==> src/rtl/muldiv_seq.sv <==
// Iterative MULT/MULTU/DIV/DIVU sequencer owning the architectural HI/LO registers.
// Latency: start accepted in cycle 0 -> done pulse in cycle WIDTH+2, identical for every op.
// Backpressure: busy=1 while an operation runs; start/hiwrite/lowrite seen while busy are dropped.
module muldiv_seq #(
   parameter int WIDTH = 32
) (
   input  logic             clk,
   input  logic             reset,
   input  logic             start,
   input  logic [1:0]       op,
   input  logic [WIDTH-1:0] srca,
   input  logic [WIDTH-1:0] srcb,
   input  logic             hiwrite,
   input  logic             lowrite,
   input  logic [WIDTH-1:0] wd,
   output logic             busy,
   output logic             done,
   output logic             dz,
   output logic [WIDTH-1:0] hi,
   output logic [WIDTH-1:0] lo
);

   localparam int CW = $clog2(WIDTH);
   localparam logic [CW-1:0] LAST = CW'(WIDTH - 1);

   typedef enum logic [2:0] {
      S_IDLE,
      S_MUL,
      S_DIV,
      S_FIX,
      S_DONE
   } state_t;

   state_t             state;
   logic               sign_a;     // dividend/multiplicand negative (signed ops only)
   logic               sign_b;     // divisor/multiplier negative (signed ops only)
   logic               is_div;
   logic               dz_pend;    // divisor was zero at accept; reported at done
   logic [CW-1:0]      cnt;
   logic [WIDTH-1:0]   a_mag;      // magnitude of srca (raw for unsigned ops)
   logic [WIDTH-1:0]   b_mag;      // magnitude of srcb (raw for unsigned ops)
   logic [WIDTH-1:0]   a_raw;      // untouched srca, returned in HI on divide-by-zero
   logic [2*WIDTH-1:0] acc;        // {partial product, remaining multiplier bits}
   logic [WIDTH-1:0]   rem;
   logic [WIDTH-1:0]   quo;

   logic               accept;
   logic [WIDTH-1:0]   abs_a;
   logic [WIDTH-1:0]   abs_b;
   logic [WIDTH:0]     mul_sum;
   logic [WIDTH:0]     div_shift;
   logic [WIDTH:0]     div_diff;
   logic [2*WIDTH-1:0] prod_fix;
   logic [WIDTH-1:0]   quo_fix;
   logic [WIDTH-1:0]   rem_fix;

   // A new operation may only begin from an idle or just-finished sequencer.
   assign accept = start && (state == S_IDLE || state == S_DONE);

   // Operand magnitudes at accept; op[0] selects the signed variants.
   always_comb begin
      abs_a = (op[0] && srca[WIDTH-1]) ? -srca : srca;
      abs_b = (op[0] && srcb[WIDTH-1]) ? -srcb : srcb;
   end

   // One radix-2 shift-add step and one restoring-divide step.
   always_comb begin
      mul_sum   = {1'b0, acc[2*WIDTH-1:WIDTH]} + (acc[0] ? {1'b0, a_mag} : '0);
      div_shift = {rem, quo[WIDTH-1]};
      div_diff  = div_shift - {1'b0, b_mag};
   end

   // Sign correction applied in FIX; unsigned ops have both sign flags clear.
   always_comb begin
      prod_fix = (sign_a ^ sign_b) ? -acc : acc;
      quo_fix  = (sign_a ^ sign_b) ? -quo : quo;
      rem_fix  = sign_a ? -rem : rem;
   end

   // Sequencer FSM with registered status outputs and HI/LO ownership.
   always_ff @(posedge clk or negedge reset) begin
      if (!reset) begin
         state   <= S_IDLE;
         busy    <= 1'b0;
         done    <= 1'b0;
         dz      <= 1'b0;
         hi      <= '0;
         lo      <= '0;
         sign_a  <= 1'b0;
         sign_b  <= 1'b0;
         is_div  <= 1'b0;
         dz_pend <= 1'b0;
         cnt     <= '0;
         a_mag   <= '0;
         b_mag   <= '0;
         a_raw   <= '0;
         acc     <= '0;
         rem     <= '0;
         quo     <= '0;
      end else begin
         case (state)
            S_IDLE, S_DONE: begin
               done <= 1'b0;
               if (accept) begin
                  sign_a  <= op[0] & srca[WIDTH-1];
                  sign_b  <= op[0] & srcb[WIDTH-1];
                  is_div  <= op[1];
                  dz_pend <= op[1] && (srcb == '0);
                  dz      <= 1'b0;
                  a_mag   <= abs_a;
                  b_mag   <= abs_b;
                  a_raw   <= srca;
                  cnt     <= '0;
                  acc     <= {{WIDTH{1'b0}}, abs_b};
                  rem     <= '0;
                  quo     <= abs_a;
                  busy    <= 1'b1;
                  state   <= op[1] ? S_DIV : S_MUL;
               end else begin
                  // MTHI/MTLO only land when no operation is being started.
                  if (hiwrite) hi <= wd;
                  if (lowrite) lo <= wd;
                  state <= S_IDLE;
               end
            end
            S_MUL: begin
               acc <= {mul_sum, acc[WIDTH-1:1]};
               cnt <= cnt + 1'b1;
               if (cnt == LAST) state <= S_FIX;
            end
            S_DIV: begin
               // Keep the difference when it is non-negative, otherwise restore.
               if (!div_diff[WIDTH]) begin
                  rem <= div_diff[WIDTH-1:0];
                  quo <= {quo[WIDTH-2:0], 1'b1};
               end else begin
                  rem <= div_shift[WIDTH-1:0];
                  quo <= {quo[WIDTH-2:0], 1'b0};
               end
               cnt <= cnt + 1'b1;
               if (cnt == LAST) state <= S_FIX;
            end
            S_FIX: begin
               if (!is_div) begin
                  hi <= prod_fix[2*WIDTH-1:WIDTH];
                  lo <= prod_fix[WIDTH-1:0];
               end else if (dz_pend) begin
                  // Divide-by-zero: defined result, no sign correction.
                  hi <= a_raw;
                  lo <= '1;
               end else begin
                  hi <= rem_fix;
                  lo <= quo_fix;
               end
               dz    <= dz_pend;
               busy  <= 1'b0;
               done  <= 1'b1;
               state <= S_DONE;
            end
            default: begin
               busy  <= 1'b0;
               done  <= 1'b0;
               state <= S_IDLE;
            end
         endcase
      end
   end

endmodule
==> config.mk <==
export PLATFORM = sky130hd
export DESIGN_NAME = muldiv_seq
export DESIGN_NICKNAME = d
export VERILOG_FILES = /design/src/rtl/muldiv_seq.sv
export SDC_FILE = /design/constraint.sdc
export NUM_CORES = 1
export LEC_CHECK = 0
export ABC_AREA = 1
export BUFFER_PORTS_ARGS = -buffer_cell sky130_fd_sc_hd__buf_2
export CAP_MARGIN = 20
export CORE_UTILIZATION = 60
export CTS_CLUSTER_DIAMETER = 60
export CTS_CLUSTER_SIZE = 25
export DETAILED_ROUTE_END_ITERATION = 10
export HOLD_SLACK_MARGIN = 0.02
export PLACE_DENSITY = 0.82
export REMOVE_ABC_BUFFERS = 1
export SYNTH_ARGS = -nofsm -noshare
export SYNTH_HDL_FRONTEND = slang
export SYNTH_SLANG_ARGS = --single-unit
==> constraint.sdc <==
create_clock -name clk -period 5.25 [get_ports clk]
set_input_delay 1.05 -clock clk [delete_from_list [all_inputs] [get_ports clk]]
set_output_delay 1.05 -clock clk [all_outputs]
set_load 0.005 [all_outputs]
==> impl_metrics.ini <==
[run_status]
status = completed

[worst_setup_path]
worst-path-max-fanout = 26
crit_arrival_ns = 3.84
cpMostUsedCell = nand2_1
crit_required_ns = 5.77
cpPeakStageDelay_ns = 0.75
r2r_slack_ns = 1.93
setup.worst_path.start_class = flip-flop
cp_slowest_cell = nand2_1
path_class = flip-flop to flip-flop
cp-end-kind = flip-flop
r2r_start = sign_a
crit_chain = buf_4 > nand2_1 > nand2_1 > nor2_1 > nor2_1 > nand2_1 > o21ai_1 > o211ai_1 > a21oi_1
r2r_end = lo[18]
reg2reg_depth = 9

[route]
drt-initial-drc-count = 3360
totalWireLength_mm = 95.07
detail-route-antenna-nets = 0
post_drt_wl_per_cell_um = 21.98
drt_drc_violations_left = 0
via_per_inst = 6.144
routed-via-count = 26580
firstDrtPassIters = 6

[synth]
yosys_most_used_dff = dfrtp_1
ys_top_cells_by_area = dfrtp_1, nand2_1, nor2_1
yosysWarnings = 0
netlist.top_cell.by_area = dfrtp_1
avgSynthCellArea_um2 = 6.357
synth_top_area_share_pct = 32.22
netlist_area_um2 = 23450
ys_seq_area_share_pct = 32.22
synth_edf_count = 0
postSynthCellCount = 3689
ys_types = 57
ys_seq_elements = 302
synthArstFlopShare_pct = 100.0

[sta]
rsz0062_at_grt = false
report.final.slew_viol_count = 0
period_needed_ns = 3.323
fmax_ghz = 0.3010
slew_headroom_pct = 20.22
hold_viol_final = 0
worst_pin_slew_ns = 1.190
fin_crit_sh_pct = 63.29
finClkSkew_ns = 0.03931
setup_viol = 0

[power]
p_total_mw = 18.76
p_switching_mw = 10.76
powerDensity_nw_per_um2 = 730.5
ir_drop_uv = 447.2
power.leakage_nw = 13.05
combPwrFrac_pct = 63.7
seqPwrFrac_pct = 23.8
switching_share_pct = 57.38
intPower_mw = 7.997
p_clk_share_pct = 12.4

[die]
initial_core_util_pct = 60.83
io_pins = 170
die_h_um = 199.7
dieArea_um2 = 39880
placementRows = 72
fp.dieW_um = 199.7
core_area_um2 = 38560

[global_routing]
grt_pass1_wl_mm = 141.4
grt_use_total_pct = 47.63
grt_pass1_vias = 23980
grt_max_degree = 127
antenna_found_initial = 1
gr-total-overflow = 0

[clock_network]
clkLatencyLatePin_ns = 0.62
cts_sinks = 302
clockBufferDepth = 3
clk_pin_slew_ns = 0.09
postCtsHoldBufs = 0
cts_resized = 0
h-tree-depth = 1
cts_buffers = 28
cts-root-buf = clkbuf_16
cts_tree = yes
post-cts-setup-buffer-count = 0

[worst_hold_path]
hp-class = input pin to async pin

[finish]
syn_to_final_growth_pct = 9.518
layout-drive-gt1-share_pct = 8.592
fin_nets = 3961
utilization_pct = 66.61

[place]
port_buffers = 169
gp_congestion = 1.091
hpwl_mm = 74.49

[job]
cap_violations = 0
## cells by family after synthesis
kind of cell    Yosys count  synth area share (%)
compound gates          694                 16.54
fa+ha+maj                73                 3.959
xor+xnor                 38                 1.419
buf+inv                 543                 9.208
simple gates           2039                 36.65
flops                   302                 32.22
## state kept, by name (all words and copies together), names as in the netlist, 3 cells and up
signal and count:
a_mag 32, cnt 5, rem 32, acc 64, lo 32, state 3, b_mag 32, a_raw 31
quo 32, hi 32
## worst max-delay path: cells and delay by family (launching register included)
family | cells | cell delay, ns
DFF | 1 | 0.62
buffers and inverters | 1 | 0.37
and+or+nand+nor | 5 | 1.35
AOI/OAI and AO/OA | 3 | 0.86
## power by group through the flow
stage                     combinational (mW)  sequential [mW]  clock, mW
after global routing                    13.0             4.55       2.39
after detailed placement                11.4             4.44          0
after global placement                  11.3             4.42          0
after floorplan                         7.53             4.11          0
final                                   12.0             4.47       2.33
after CTS                               11.5             4.41       2.31
## per-layer routing
layer	track usage (%)	routed length [um]
met1	63.94	37000
met2	68.90	39400
met3	16.35	13460
met4	21.80	5191
met5	0	13
## cell type report
class                      count  area (um^2)
timing repair buffer         194         1094
sequential                   302         7557
fill                        3619        12870
inverter                     415         1562
clock inverter                21        322.8
tap                          518        648.1
multi-input combinational   2844        13780
clock buffer                  30        718.2
antenna                        2        5.005
## Yosys cell counts (3+ instances only)
cell / n
nor2_4: 8
nand2_4: 7
a21o_1: 8
buf_4: 10
o211ai_1: 25
o22ai_1: 18
a21oi_1: 234
nor2_1: 476
buf_6: 6
nor4_1: 5
ha_1: 71
nor3_1: 27
nand4_1: 49
nor3b_1: 3
nand2_1: 1075
clkbuf_1: 72
or2_2: 5
nand2_2: 13
xnor2_1: 10
buf_1: 12
o21ai_0: 271
xor2_1: 28
a31oi_1: 18
o21ai_1: 38
o31ai_1: 8
inv_2: 13
o21bai_1: 9
nand3_2: 6
inv_1: 398
buf_2: 28
dfrtp_1: 302
nor2_2: 9
nand3_1: 334
o21ai_2: 3
o221ai_1: 46
a21oi_2: 6
nand3b_1: 12
## placed cells by master, fill, tap and decap left out, types with 21 or more instances in the layout
cell          n
nand2_1    1074
nor2_1      476
inv_1       397
nand3_1     334
dfrtp_1     302
o21ai_0     271
a21oi_1     233
buf_2       168
ha_1         71
nand4_1      49
o221ai_1     46
o21ai_1      38
xor2_1       28
clkbuf_16    28
o211ai_1     25
nor3_1       25
buf_4        21
## worst max path at each step
stage	startpoint	endpoint	slack, ns	depth (start not counted)
global route	quo[31]	rem[19]	1.87	16
finish	sign_a	lo[18]	1.93	9
floorplan	state[1]	hi[1]	-1.62	5
global placement	op[0]	acc[25]	1.76	9
CTS	sign_a	lo[18]	2.15	9
detailed placement	op[0]	b_mag[29]	1.70	9
## metrics by stage
step / cell area [um^2] / setup WS (ns) / TNS [ns] / hold slack, ns / instances
CTS: 25680 / 2.147 / 0 / 0.4722 / 4324
floorplan: 22850 / -1.624 / -78.10 / 0.4478 / 3561
finish: 25680 / 1.927 / 0 / 0.4424 / 4326
global placement: 24640 / 1.764 / 0 / 0.4573 / 4273
detailed placement: 24640 / 1.701 / 0 / 0.4626 / 4273
global route: 25680 / 1.866 / 0 / 0.4984 / 4324
Power figures use the tool's default switching activity.
